--- src/rtl/fetch_pkg.sv ---
// Shared fetch-queue types: the NOP word and the queue entry layout.
package fetch_pkg;

  localparam int FQ_XLEN = 32;
  localparam logic [FQ_XLEN-1:0] NOP = '0;

  typedef struct packed {
    logic [FQ_XLEN-1:0] instr;
    logic [FQ_XLEN-1:0] pcplus4;
  } fq_entry_t;

endpackage

--- src/rtl/fq_ring.sv ---
// Circular storage for fetched entries: head/tail pointers, occupancy count, flush.
module fq_ring
  import fetch_pkg::*;
#(
  parameter int  DEPTH   = 4,
  parameter type entry_t = fq_entry_t
) (
  input  logic                   clk,
  input  logic                   reset,
  input  logic                   flush,
  input  logic                   push,
  input  logic                   pop,
  input  entry_t                 wdata,
  output entry_t                 rdata,
  output logic [$clog2(DEPTH):0] count
);

  localparam int AW = $clog2(DEPTH);
  localparam int CW = AW + 1;

  entry_t          mem [DEPTH];
  logic [AW-1:0]   head;
  logic [AW-1:0]   tail;

  // Pointers are exactly log2(DEPTH) bits, so increments wrap modulo DEPTH.
  always_ff @(posedge clk or negedge reset) begin
    if (!reset) begin
      head  <= '0;
      tail  <= '0;
      count <= '0;
    end else if (flush) begin
      head  <= '0;
      tail  <= '0;
      count <= '0;
    end else begin
      if (push) tail <= tail + AW'(1);
      if (pop)  head <= head + AW'(1);
      case ({push, pop})
        2'b10:   count <= count + CW'(1);
        2'b01:   count <= count - CW'(1);
        default: ;
      endcase
    end
  end

  // Storage is not reset; the consumer gates its view with the count.
  always_ff @(posedge clk) begin
    if (push && !flush) mem[tail] <= wdata;
  end

  assign rdata = mem[head];

endmodule

--- src/rtl/fetch_queue.sv ---
// Instruction fetch PC generator feeding a small FIFO toward decode.
module fetch_queue
  import fetch_pkg::*;
#(
  parameter int               XLEN     = 32,
  parameter int               DEPTH    = 4,
  parameter logic [XLEN-1:0]  RESET_PC = '0
) (
  input  logic                   clk,
  input  logic                   reset,
  output logic [XLEN-1:0]        imem_addr,
  output logic                   imem_en,
  input  logic [XLEN-1:0]        imem_rdata,
  input  logic                   redirect,
  input  logic [XLEN-1:0]        redirect_pc,
  input  logic                   stall_d,
  output logic                   deq_valid,
  output logic [XLEN-1:0]        deq_instr,
  output logic [XLEN-1:0]        deq_pcplus4,
  output logic [$clog2(DEPTH):0] count
);

  localparam int CW = $clog2(DEPTH) + 1;

  typedef struct packed {
    logic [XLEN-1:0] instr;
    logic [XLEN-1:0] pcplus4;
  } entry_t;

  logic [XLEN-1:0] pc;
  logic            pop;
  entry_t          wr_entry;
  entry_t          head_entry;

  assign deq_valid = (count != '0);
  assign pop       = deq_valid & ~stall_d & ~redirect;
  // A full queue may still accept a word when the head leaves this same cycle.
  assign imem_en   = ~redirect & ((count < CW'(DEPTH)) | pop);
  assign imem_addr = pc;

  assign wr_entry.instr   = imem_rdata;
  assign wr_entry.pcplus4 = pc + XLEN'(4);

  always_ff @(posedge clk or negedge reset) begin
    if (!reset)        pc <= RESET_PC;
    else if (redirect) pc <= redirect_pc;
    else if (imem_en)  pc <= pc + XLEN'(4);
  end

  fq_ring #(
    .DEPTH   (DEPTH),
    .entry_t (entry_t)
  ) u_ring (
    .clk   (clk),
    .reset (reset),
    .flush (redirect),
    .push  (imem_en),
    .pop   (pop),
    .wdata (wr_entry),
    .rdata (head_entry),
    .count (count)
  );

  assign deq_instr   = deq_valid ? head_entry.instr   : XLEN'(NOP);
  assign deq_pcplus4 = deq_valid ? head_entry.pcplus4 : '0;

endmodule

--- config.mk ---
export PLATFORM = sky130hd
export DESIGN_NAME = fetch_queue
export DESIGN_NICKNAME = d
export VERILOG_FILES = /design/src/rtl/fetch_pkg.sv /design/src/rtl/fq_ring.sv /design/src/rtl/fetch_queue.sv
export SDC_FILE = /design/constraint.sdc
export NUM_CORES = 1
export LEC_CHECK = 0
export ABC_AREA = 1
export CAP_MARGIN = 20
export CORE_AREA = 2 2 153 155
export CTS_BUF_LIST = sky130_fd_sc_hd__clkbuf_4
export DETAILED_ROUTE_END_ITERATION = 16
export DIE_AREA = 0 0 155 157
export PLACE_DENSITY = 0.81
export SLEW_MARGIN = 5
export SYNTH_ARGS = -nofsm -noshare
export SYNTH_HDL_FRONTEND = slang
export SYNTH_SLANG_ARGS = --single-unit
--- constraint.sdc ---
create_clock -name clk -period 3.3 [get_ports clk]
set_input_delay 0.495 -clock clk [delete_from_list [all_inputs] [get_ports clk]]
set_output_delay 0.495 -clock clk [all_outputs]
set_load 0.02 [all_outputs]
==> results.ini, run 1 <==
[timing]
finalSetupViolations=0
clock.fmax_ghz=0.3169
hold_violations=0
whs_ns=0.3897
timing.setup.tns_ns=0
maxSlewViolCount=0
rsz0062_at_grt=no
post-route-period-util=0.9561
slew_headroom=0.3582
tightest_slew_ns=0.9628
setup_ws_ns=0.1448
fin_crit_ns=3.155
fin_skew_ns=0.05912

[placement]
place_ws_ns=0.5147
dp_hpwl_mm=18.64
numPortBuffers=168
place_congestion=0.9460
dpl_cell_area_um2=14730

[global_route]
grtUsageTotal=0.2509
grt_pass1_vias=9425
grt_overflow_total=0
antenna_found_initial=1
grt_first_pass_wirelength_mm=47.38
grt_max_degree=65

[logic_synthesis]
synth_cells=1183
syn_area_um2=12680
async_flop_share=0.1322
synth-main-ff-cell=edfxtp_1
ys_seq_elements=295
yosysWarnings=0
ys_types=36
avgSynthCellArea_um2=10.72
ys_seq_area_frac=0.6830
syn_nets=1257
synth_edf_count=256

[floorplan]
core_um2=22500
start_util=0.5637
die_x_um=155
die_y_um=157
row_count=55
dieArea_um2=24340
design.portCount=169

[cells_and_area]
utilization=0.7038
drive_gt1_frac=0.1269
fin_area_um2=15840
layout.nets=1469
syn2layout_area_growth_pct=24.85

[setup_path]
cp_max_fo=24
endpoint_kind=output pin
worstSetupPathType=reg -> out
cp.arrival_ns=2.66
required_ns=2.80
crit_path_start_kind=flop
reg2reg_depth=4

[clock_tree]
cts_tree=built
clock-sinks=295
cts_inserted_buffers=75
clkLatencyLatePin_ns=0.67
path_clk_slew_ns=0.07
htreeDepth=3
clockBufferDepth=3
ctsRootBufferMaster=clkbuf_4

[min_path]
hold_class=in -> reg
hold_depth=3

[routing]
dr.pass1.iters=5
drtIter0Drc=746
drc=0
vias_per_cell=5.457
num_vias=9473
ant_nets=0
avgRoutedWirePerCell_um=17.49
drt_wl_total_mm=30.37

[job]
cap_violations=0

[power]
p_switching_mw=4.186
power_frac_clock=0.252
powerDensity_nw_per_um2=763.7
p_leak_nw=6.137
max-vdd-ir-drop_uv=367.5
share_seq_of_total_power=0.402
combPwrFrac=0.346
p_int_mw=7.909
p_sw_frac=0.3461

[outcome]
status=finished, final reports clean

## per-layer routing
layer / GRT usage / up-vias / share of wire
met1: 0.3266 / 4491 / 0.42
met4: 0.1155 / 0 / 0.029
met5: 0 / - / 0
met3: 0.05259 / 60 / 0.076
met2: 0.4095 / 443 / 0.48
li1: - / 4479 / -
## flip-flops by register name, indices dropped and copies added, names as in the netlist
name          cells
u_ring.mem      256
u_ring.head       2
u_ring.tail       2
u_ring.count      3
imem_addr        32
## worst max-delay path: stages (launching register included)
cell and delay, ns:
dfrtp_1 0.45, nor2_1 0.11, nand2_1 0.10, inv_4 0.29, buf_4 0.35, a21oi_1 0.09
clkdlybuf4s50_1 0.59
## power groups by stage
stage | Combinational (mW) | Clock, mW | Sequential (mW)
floorplan | 2.19 | 0 | 4.97
global placement | 4.04 | 0 | 4.92
detailed placement | 4.12 | 0 | 4.93
finish | 4.18 | 3.05 | 4.86
CTS | 4.16 | 3.11 | 4.86
global route | 4.51 | 3.32 | 4.90
## cell usage after synthesis (4+ instances only)
cell type,instances,share of area
buf_1,17,0.0050
xor2_2,5,0.0064
nand2_2,5,0.0025
edfxtp_1,256,0.61
nor2_2,7,0.0035
ha_1,5,0.0049
dfrtp_1,39,0.077
xnor2_1,4,0.0028
inv_1,57,0.017
xor2_1,4,0.0028
o21ai_0,144,0.057
nand3_1,23,0.0091
a21oi_1,67,0.026
nor2_1,293,0.087
a22o_1,5,0.0035
clkbuf_1,17,0.0050
buf_2,24,0.0095
nand2_1,175,0.052
nor2_4,6,0.0053
## kinds of logic after synthesis
family / share of synthesized area
and+or+nand+nor: 0.1659
DFF: 0.6830
AOI/OAI and AO/OA: 0.09361
buffers and inverters: 0.03876
xor gates and xnor gates: 0.01193
adders and majority gates: 0.006510
other: 0.0002956
## final timing paths
check                           startpoint                end  slack [ns]
max                        u_ring.count[0]    deq_pcplus4[17]        0.14
min                         redirect_pc[0]       imem_addr[0]        0.39
max reg2reg                u_ring.count[2]  u_ring.mem[1][42]        1.12
min reg2reg                   imem_addr[1]   u_ring.mem[3][1]        0.55
max in group asynchronous            reset     u_ring.head[0]        2.09
min in group asynchronous            reset       imem_addr[6]        0.51
## per-stage QoR
step	instances	power, mW
CTS	1732	12.13
global route	1736	12.74
floorplan	1183	7.162
detailed placement	1599	9.056
global placement	1599	8.966
finish	1736	12.09
## cell type report
class / instances / area, um2
diodes: 1 / 2.502
clock buffers: 109 / 818.3
clock inverters: 23 / 142.6
fillers: 1563 / 6666
inverters: 61 / 235.2
multi-input cells: 767 / 3530
flip-flops and latches: 295 / 8668
well taps: 285 / 356.6
repair buffers: 195 / 2083
## cell usage in the layout (no fill, tap or decap), drive strengths merged, types with 4 or more instances in the layout
cell type / instances
clkinv: 20
clkdlybuf4s50: 151
inv: 62
o21ai: 147
buf: 26
ha: 5
nor2: 307
xor2: 9
nand2: 183
a22o: 5
nand3: 24
dlymetal6s2s: 13
clkbuf: 110
a21oi: 68
edfxtp: 256
dfrtp: 39
xnor2: 4
## timing repair
item | CTS | global route
hold buffers | 1 | 0
endpoints found under the hold margin | 34 | 0
gates cloned | 0 | 1
gates resized for setup | 13 | 16
buffers inserted | 0 | 2
setup endpoints to repair | 62 | 36
Note: power is estimated with default switching activity, not from simulation.
==> inputs of run 2 (changes only) <==
- REMOVE_ABC_BUFFERS: not set -> 1
==> run 2 against run 1 <==
Register-to-register slack improved by 0.19 ns. First-iteration DRC count rose by 27%. Die area did not move. Non-clock buffer count rose by 6. Combinational power rose by 3%. Sequential power barely moved. Flip-flop and latch count did not move. Largest cell class unchanged. Largest power group unchanged.
==> results.ini, run 2 (same netlist as run 1, synthesis figures left out) <==
[outcome]
status=finished, final reports clean

[routing]
dr.pass1.iters=5  ; unchanged
avgRoutedWirePerCell_um=18.31  ; +4.7%
maxUsedRoutingLayer=met4
ant_nets=0  ; unchanged
routed-wl-met3_mm=2.771  ; +20%
drc=0  ; unchanged
drtIter0Drc=951  ; +27%
drt_wl_total_mm=31.71  ; +4.4%
wl_met2_mm=15.47  ; +6.9%
num_vias=9499  ; +0.27%
m1WireLength_mm=12.79  ; +0.84%
vias_per_cell=5.484  ; +0.51%

[timing]
clock.fmax_ghz=0.3113  ; -1.8%
rsz0062_at_grt=yes
slew_headroom=0.3562  ; -0.001917
finalSetupViolations=0  ; unchanged
maxSlewViolCount=0  ; unchanged
post-route-period-util=0.9733  ; +0.01722
whs_ns=0.3931  ; +0.003371 ns
fin_skew_ns=0.06738  ; +0.008263 ns
fin_crit_ns=3.212  ; +0.05684 ns
hold_violations=0  ; unchanged
tightest_slew_ns=0.9656  ; +0.002876 ns

[setup_path]
cp_max_fo=13  ; -46%
required_ns=2.80  ; about the same
crit_path_start_kind=flop
endpoint_kind=output pin
cp.arrival_ns=2.72  ; +0.06 ns
reg2reg_from=u_ring.count[2]
worstSetupPathType=reg -> out
crit_path_start=u_ring.count[0]

[placement]
numPortBuffers=168  ; unchanged
dp_hpwl_mm=19.05  ; +2.2%
place_congestion=0.9125  ; -3.5%

[clock_tree]
cts_inserted_buffers=70  ; -6.7%
htreeDepth=3  ; unchanged
clockBufferDepth=3  ; unchanged
clkLatencyLatePin_ns=0.68  ; about the same
path_clk_slew_ns=0.07  ; about the same
ctsRootBufferMaster=clkbuf_4
clock-sinks=295  ; unchanged
cts_tree=built

[floorplan]
start_util=0.5637  ; unchanged
die_x_um=155  ; unchanged
die_y_um=157  ; unchanged
row_count=55  ; unchanged
core_um2=22500  ; unchanged
design.portCount=169  ; unchanged
dieArea_um2=24340  ; unchanged

[cells_and_area]
final_common_cell=nor2_1
drive_gt1_frac=0.1252  ; -0.001724
fill_cells=1623  ; +3.8%
layout_common_cells=293 x nor2_1, 256 x edfxtp_1, 175 x nand2_1
largest_reg_flops=256  ; unchanged
top_register=u_ring.mem
layout.nets=1470  ; +0.068%
utilization=0.7010  ; -0.002780
syn2layout_area_growth_pct=24.35

[power]
powerDensity_nw_per_um2=770.9  ; +0.94%
p_leak_nw=5.954  ; -3.0%
max-vdd-ir-drop_uv=570.4  ; +55%
totalPowerFinal_mw=12.16  ; +0.54%

[job]
cap_violations=0  ; unchanged

[min_path]
hp-start=redirect_pc[3]
hold_class=in -> reg

[global_route]
grtUsageTotal=0.2583  ; +0.007329
grt_pass1_vias=9475  ; +0.53%
antenna_found_initial=1  ; unchanged
grt_first_pass_wirelength_mm=48.07  ; +1.5%
grt_overflow_total=0  ; unchanged
grt_max_degree=93  ; +43%

run 2: report_power, final:
part           switching (mW)  internal (mW)
logic                    2.62           1.68
clock network            1.39           1.61
registers               0.236           4.63
total                    4.24           7.92
run 2: what timing repair did:
action	CTS	global route
gates resized for setup	3	2
hold buffers	1	0
cloned	0	2
hold endpoints to repair	37	0
setup buffers	0	5
pin swaps	0	0
setup endpoints to repair	2	38
run 2: path summary, 6_finish.rpt:
| check | cells after the start | slack (ns) | endpoint |
|---|---|---|---|
| max in group asynchronous | 2 | 2.06 | u_ring.head[0] |
| setup / recovery | 7 | 0.09 | deq_pcplus4[21] |
| setup reg to reg | 4 | 1.31 | u_ring.mem[3][56] |
| min in group asynchronous | 2 | 0.51 | u_ring.count[0] |
| hold / removal | 3 | 0.39 | imem_addr[3] |
| hold reg to reg | 2 | 0.58 | u_ring.count[1] |
run 2: metal layers:
metal / track usage / vias to the layer above
met3: 0.06030 / 61
li1: - / 4463
met2: 0.4332 / 483
met4: 0.1076 / 0
met5: 0 / -
met1: 0.3264 / 4492
run 2: final cells by class:
| class | instances | area (um2) | area share |
|---|---|---|---|
| clock buffers | 98 | 735.7 | 0.04664 |
| clock inverters | 24 | 176.4 | 0.01118 |
| inverters | 61 | 232.7 | 0.01475 |
| repair buffers | 201 | 2072 | 0.1314 |
| well taps | 285 | 356.6 | 0.02261 |
| flip-flops and latches | 295 | 8668 | 0.5495 |
| multi-input cells | 767 | 3530 | 0.2238 |
| diodes | 1 | 2.502 | 0.0001586 |
run 2: critical path, stage by stage, from the launching register on:
cell	delay (ns)
dfrtp_1	0.45
nor2_1	0.11
nand2_1	0.10
inv_2	0.29
buf_4	0.32
buf_4	0.18
a21oi_1	0.04
clkdlybuf4s50_1	0.55
run 2: per-stage QoR:
step                      setup WS [ns]  std cells  TNS, ns  cell area, um2
after floorplan                  -1.213       1123   -78.20           12420
after global placement           0.7846       1601        0           14740
after detailed placement         0.7131       1601        0           14740
after CTS                       0.01325       1724        0           15670
after global routing           -0.03689       1732  -0.1599           15770
final                           0.08795       1732        0           15770
==> inputs of run 3 (changes only) <==
- CORE_AREA: 2 2 153 155 -> 2 2 148 150
- DIE_AREA: 0 0 155 157 -> 0 0 150 152
- PLACE_DENSITY: 0.81 -> 0.86
- clock period: 3.3 -> 3.82 ns (I/O delays scaled with it)
==> run 3 against run 2 <==
Critical path depth fell by 1. Clock power fell by 11%. Total power fell by 14%. Hold slack got worse by 0.32 ns. Critical path type unchanged. Critical endpoint is now deq_pcplus4[25]. Highest routed layer unchanged.
==> results.ini, run 3 (same netlist as run 1, synthesis figures left out) <==
[outcome]
status=finished, final reports clean

[setup_path]
required_ns=3.25  ; +0.45 ns
crit_path_start_kind=flop
worstSetupPathType=reg -> out
cp_max_fo=129  ; +116
cpPeakStageDelay_ns=0.67  ; +0.12 ns
slowest_stage=clkdlybuf4s50_1
crit_chain=buf_12, nor2_1, nor2_1, o21ai_0, a21oi_1, clkdlybuf4s50_1
cp.arrival_ns=2.99  ; +0.27 ns
endpoint_kind=output pin
cpMostUsedCell=nor2_1

[floorplan]
start_util=0.5941  ; +0.03042
core_um2=21350  ; -5.1%
dieArea_um2=22800  ; -6.3%
die_x_um=150  ; -3.2%
design.portCount=169  ; unchanged
row_count=54  ; -1.8%
die_y_um=152  ; -3.2%

[cells_and_area]
layout_common_cells=293 x nor2_1, 256 x edfxtp_1, 175 x nand2_1
top_register=u_ring.mem
final_common_cell=nor2_1
layout.nets=1459  ; -0.75%
fin_area_um2=15630  ; -0.93%
syn2layout_area_growth_pct=23.20
drive_gt1_frac=0.1227  ; -0.002439
largest_reg_flops=256  ; unchanged

[timing]
finalSetupViolations=0  ; unchanged
post-route-period-util=0.9315
fin_skew_ns=0.04379  ; -0.02359 ns
clock.fmax_ghz=0.2810
setup_ws_ns=0.2615  ; +0.1735 ns
maxSlewViolCount=0  ; unchanged
fin_crit_ns=3.559
timing.setup.tns_ns=0  ; unchanged
tightest_slew_ns=0.9560  ; -0.009604 ns
hold_violations=0  ; unchanged
slew_headroom=0.3626  ; +0.006403
rsz0062_at_grt=no

[clock_tree]
cts_setup_buffers=0  ; unchanged
ctsRootBufferMaster=clkbuf_4
htreeDepth=3  ; unchanged
cts_inserted_buffers=72  ; +2.9%
path_clk_slew_ns=0.07  ; about the same
cts_tree=built
cts_hold_buf=0  ; -1
clockBufferDepth=3  ; unchanged
clock-sinks=295  ; unchanged
clkLatencyLatePin_ns=0.66  ; -0.02 ns
cts-resized-gates=0  ; -3

[job]
cap_violations=0  ; unchanged

[power]
share_seq_of_total_power=0.403  ; +0.003
p_sw_frac=0.3461  ; -0.002501
combPwrFrac=0.342  ; -0.012
p_int_mw=6.827  ; -14%
p_leak_nw=5.882  ; -1.2%
max-vdd-ir-drop_uv=993.7  ; +74%
powerDensity_nw_per_um2=668.1  ; -13%
power_frac_clock=0.255  ; +0.008
p_switching_mw=3.614  ; -15%

[placement]
dpl_cell_area_um2=14680  ; -0.38%
numPortBuffers=168  ; unchanged
dp_hpwl_mm=18.50  ; -2.9%
place_ws_ns=0.9826  ; +0.2695 ns
place_congestion=0.9287  ; +1.8%

[global_route]
antenna_found_initial=1  ; unchanged
grt_max_degree=130  ; +40%
grtUsageTotal=0.2736  ; +0.01534
grt_first_pass_wirelength_mm=48.06  ; about the same
grt_pass1_vias=9389  ; -0.91%
grt_overflow_total=0  ; unchanged

[routing]
routed-wl-met3_mm=2.723  ; -1.7%
ant_nets=0  ; unchanged
dr.pass1.iters=5  ; unchanged
drtIter0Drc=1061  ; +12%
m1WireLength_mm=12.18  ; -4.8%
drt_wl_total_mm=30.89  ; -2.6%
maxUsedRoutingLayer=met4
avgRoutedWirePerCell_um=18.01  ; -1.6%
vias_per_cell=5.556  ; +1.3%
num_vias=9528  ; +0.31%
wl_met2_mm=15.15  ; -2.1%
drc=0  ; unchanged

[min_path]
hold_class=in -> async

run 3: cell count changes in the layout (fill, tap and decap cells not counted), moves of 2 or more:
cell | previous run | this run
clkbuf_16 | 2 | 0
buf_16 | 2 | 0
buf_4 | 22 | 14
clkinv_1 | 15 | 9
clkbuf_4 | 98 | 106
run 3: area by class of cell:
cell class              instances  area [um2]
clock buffers                 106       795.8
flip-flops and latches        295        8668
clock inverters                17       148.9
repair buffers                188        1902
diodes                          1       2.502
fillers                      1457        5723
inverters                      61       230.2
multi-input cells             767        3530
well taps                     280       350.3
run 3: stage by stage:
stage | total power, mW | hold WS (ns) | instances | util
6_report | 10.44 | 0.06826 | 1715 | 0.7320
5_1_grt | 10.95 | 0.1061 | 1715 | 0.7320
4_1_cts | 10.48 | 0.05861 | 1714 | 0.7318
3_5_place_dp | 7.814 | 0.5644 | 1591 | 0.6876
3_3_place_gp | 7.736 | 0.5497 | 1591 | 0.6876
2_1_floorplan | 6.100 | 0.2774 | 1123 | -
run 3: worst max-delay path: cells and delay by family (launching register included):
kind,cells,cell delay [ns]
flip-flops,1,0.43
buffers and inverters,2,1.08
AO/OA/AOI/OAI,2,0.46
AND/OR/NAND/NOR,2,0.23
run 3: path summary, 6_finish.rpt:
path,start,endpoint,slack [ns],cells past startpoint
max in group asynchronous,reset,u_ring.head[0],3.03,1
hold reg to reg,imem_addr[0],u_ring.mem[0][0],0.59,0
setup reg to reg,u_ring.count[2],u_ring.mem[3][55],1.65,5
hold / removal,reset,imem_addr[31],0.07,1
setup / recovery,u_ring.head[0],deq_pcplus4[25],0.26,6
min in group clk,redirect_pc[2],imem_addr[2],0.50,3
run 3: power groups by stage:
stage	sequential (mW)	combinational, mW	clock [mW]
final	4.20	3.58	2.66
after global routing	4.23	3.85	2.86
after CTS	4.20	3.58	2.71
after detailed placement	4.26	3.55	0
after global placement	4.24	3.49	0
after floorplan	4.39	1.71	0
run 3: routing by layer:
metal  track usage  vias up
met5             0        -
met4        0.1119        0
met3       0.05556       65
met2        0.4523      502
met1        0.3556     4511
li1              -     4450
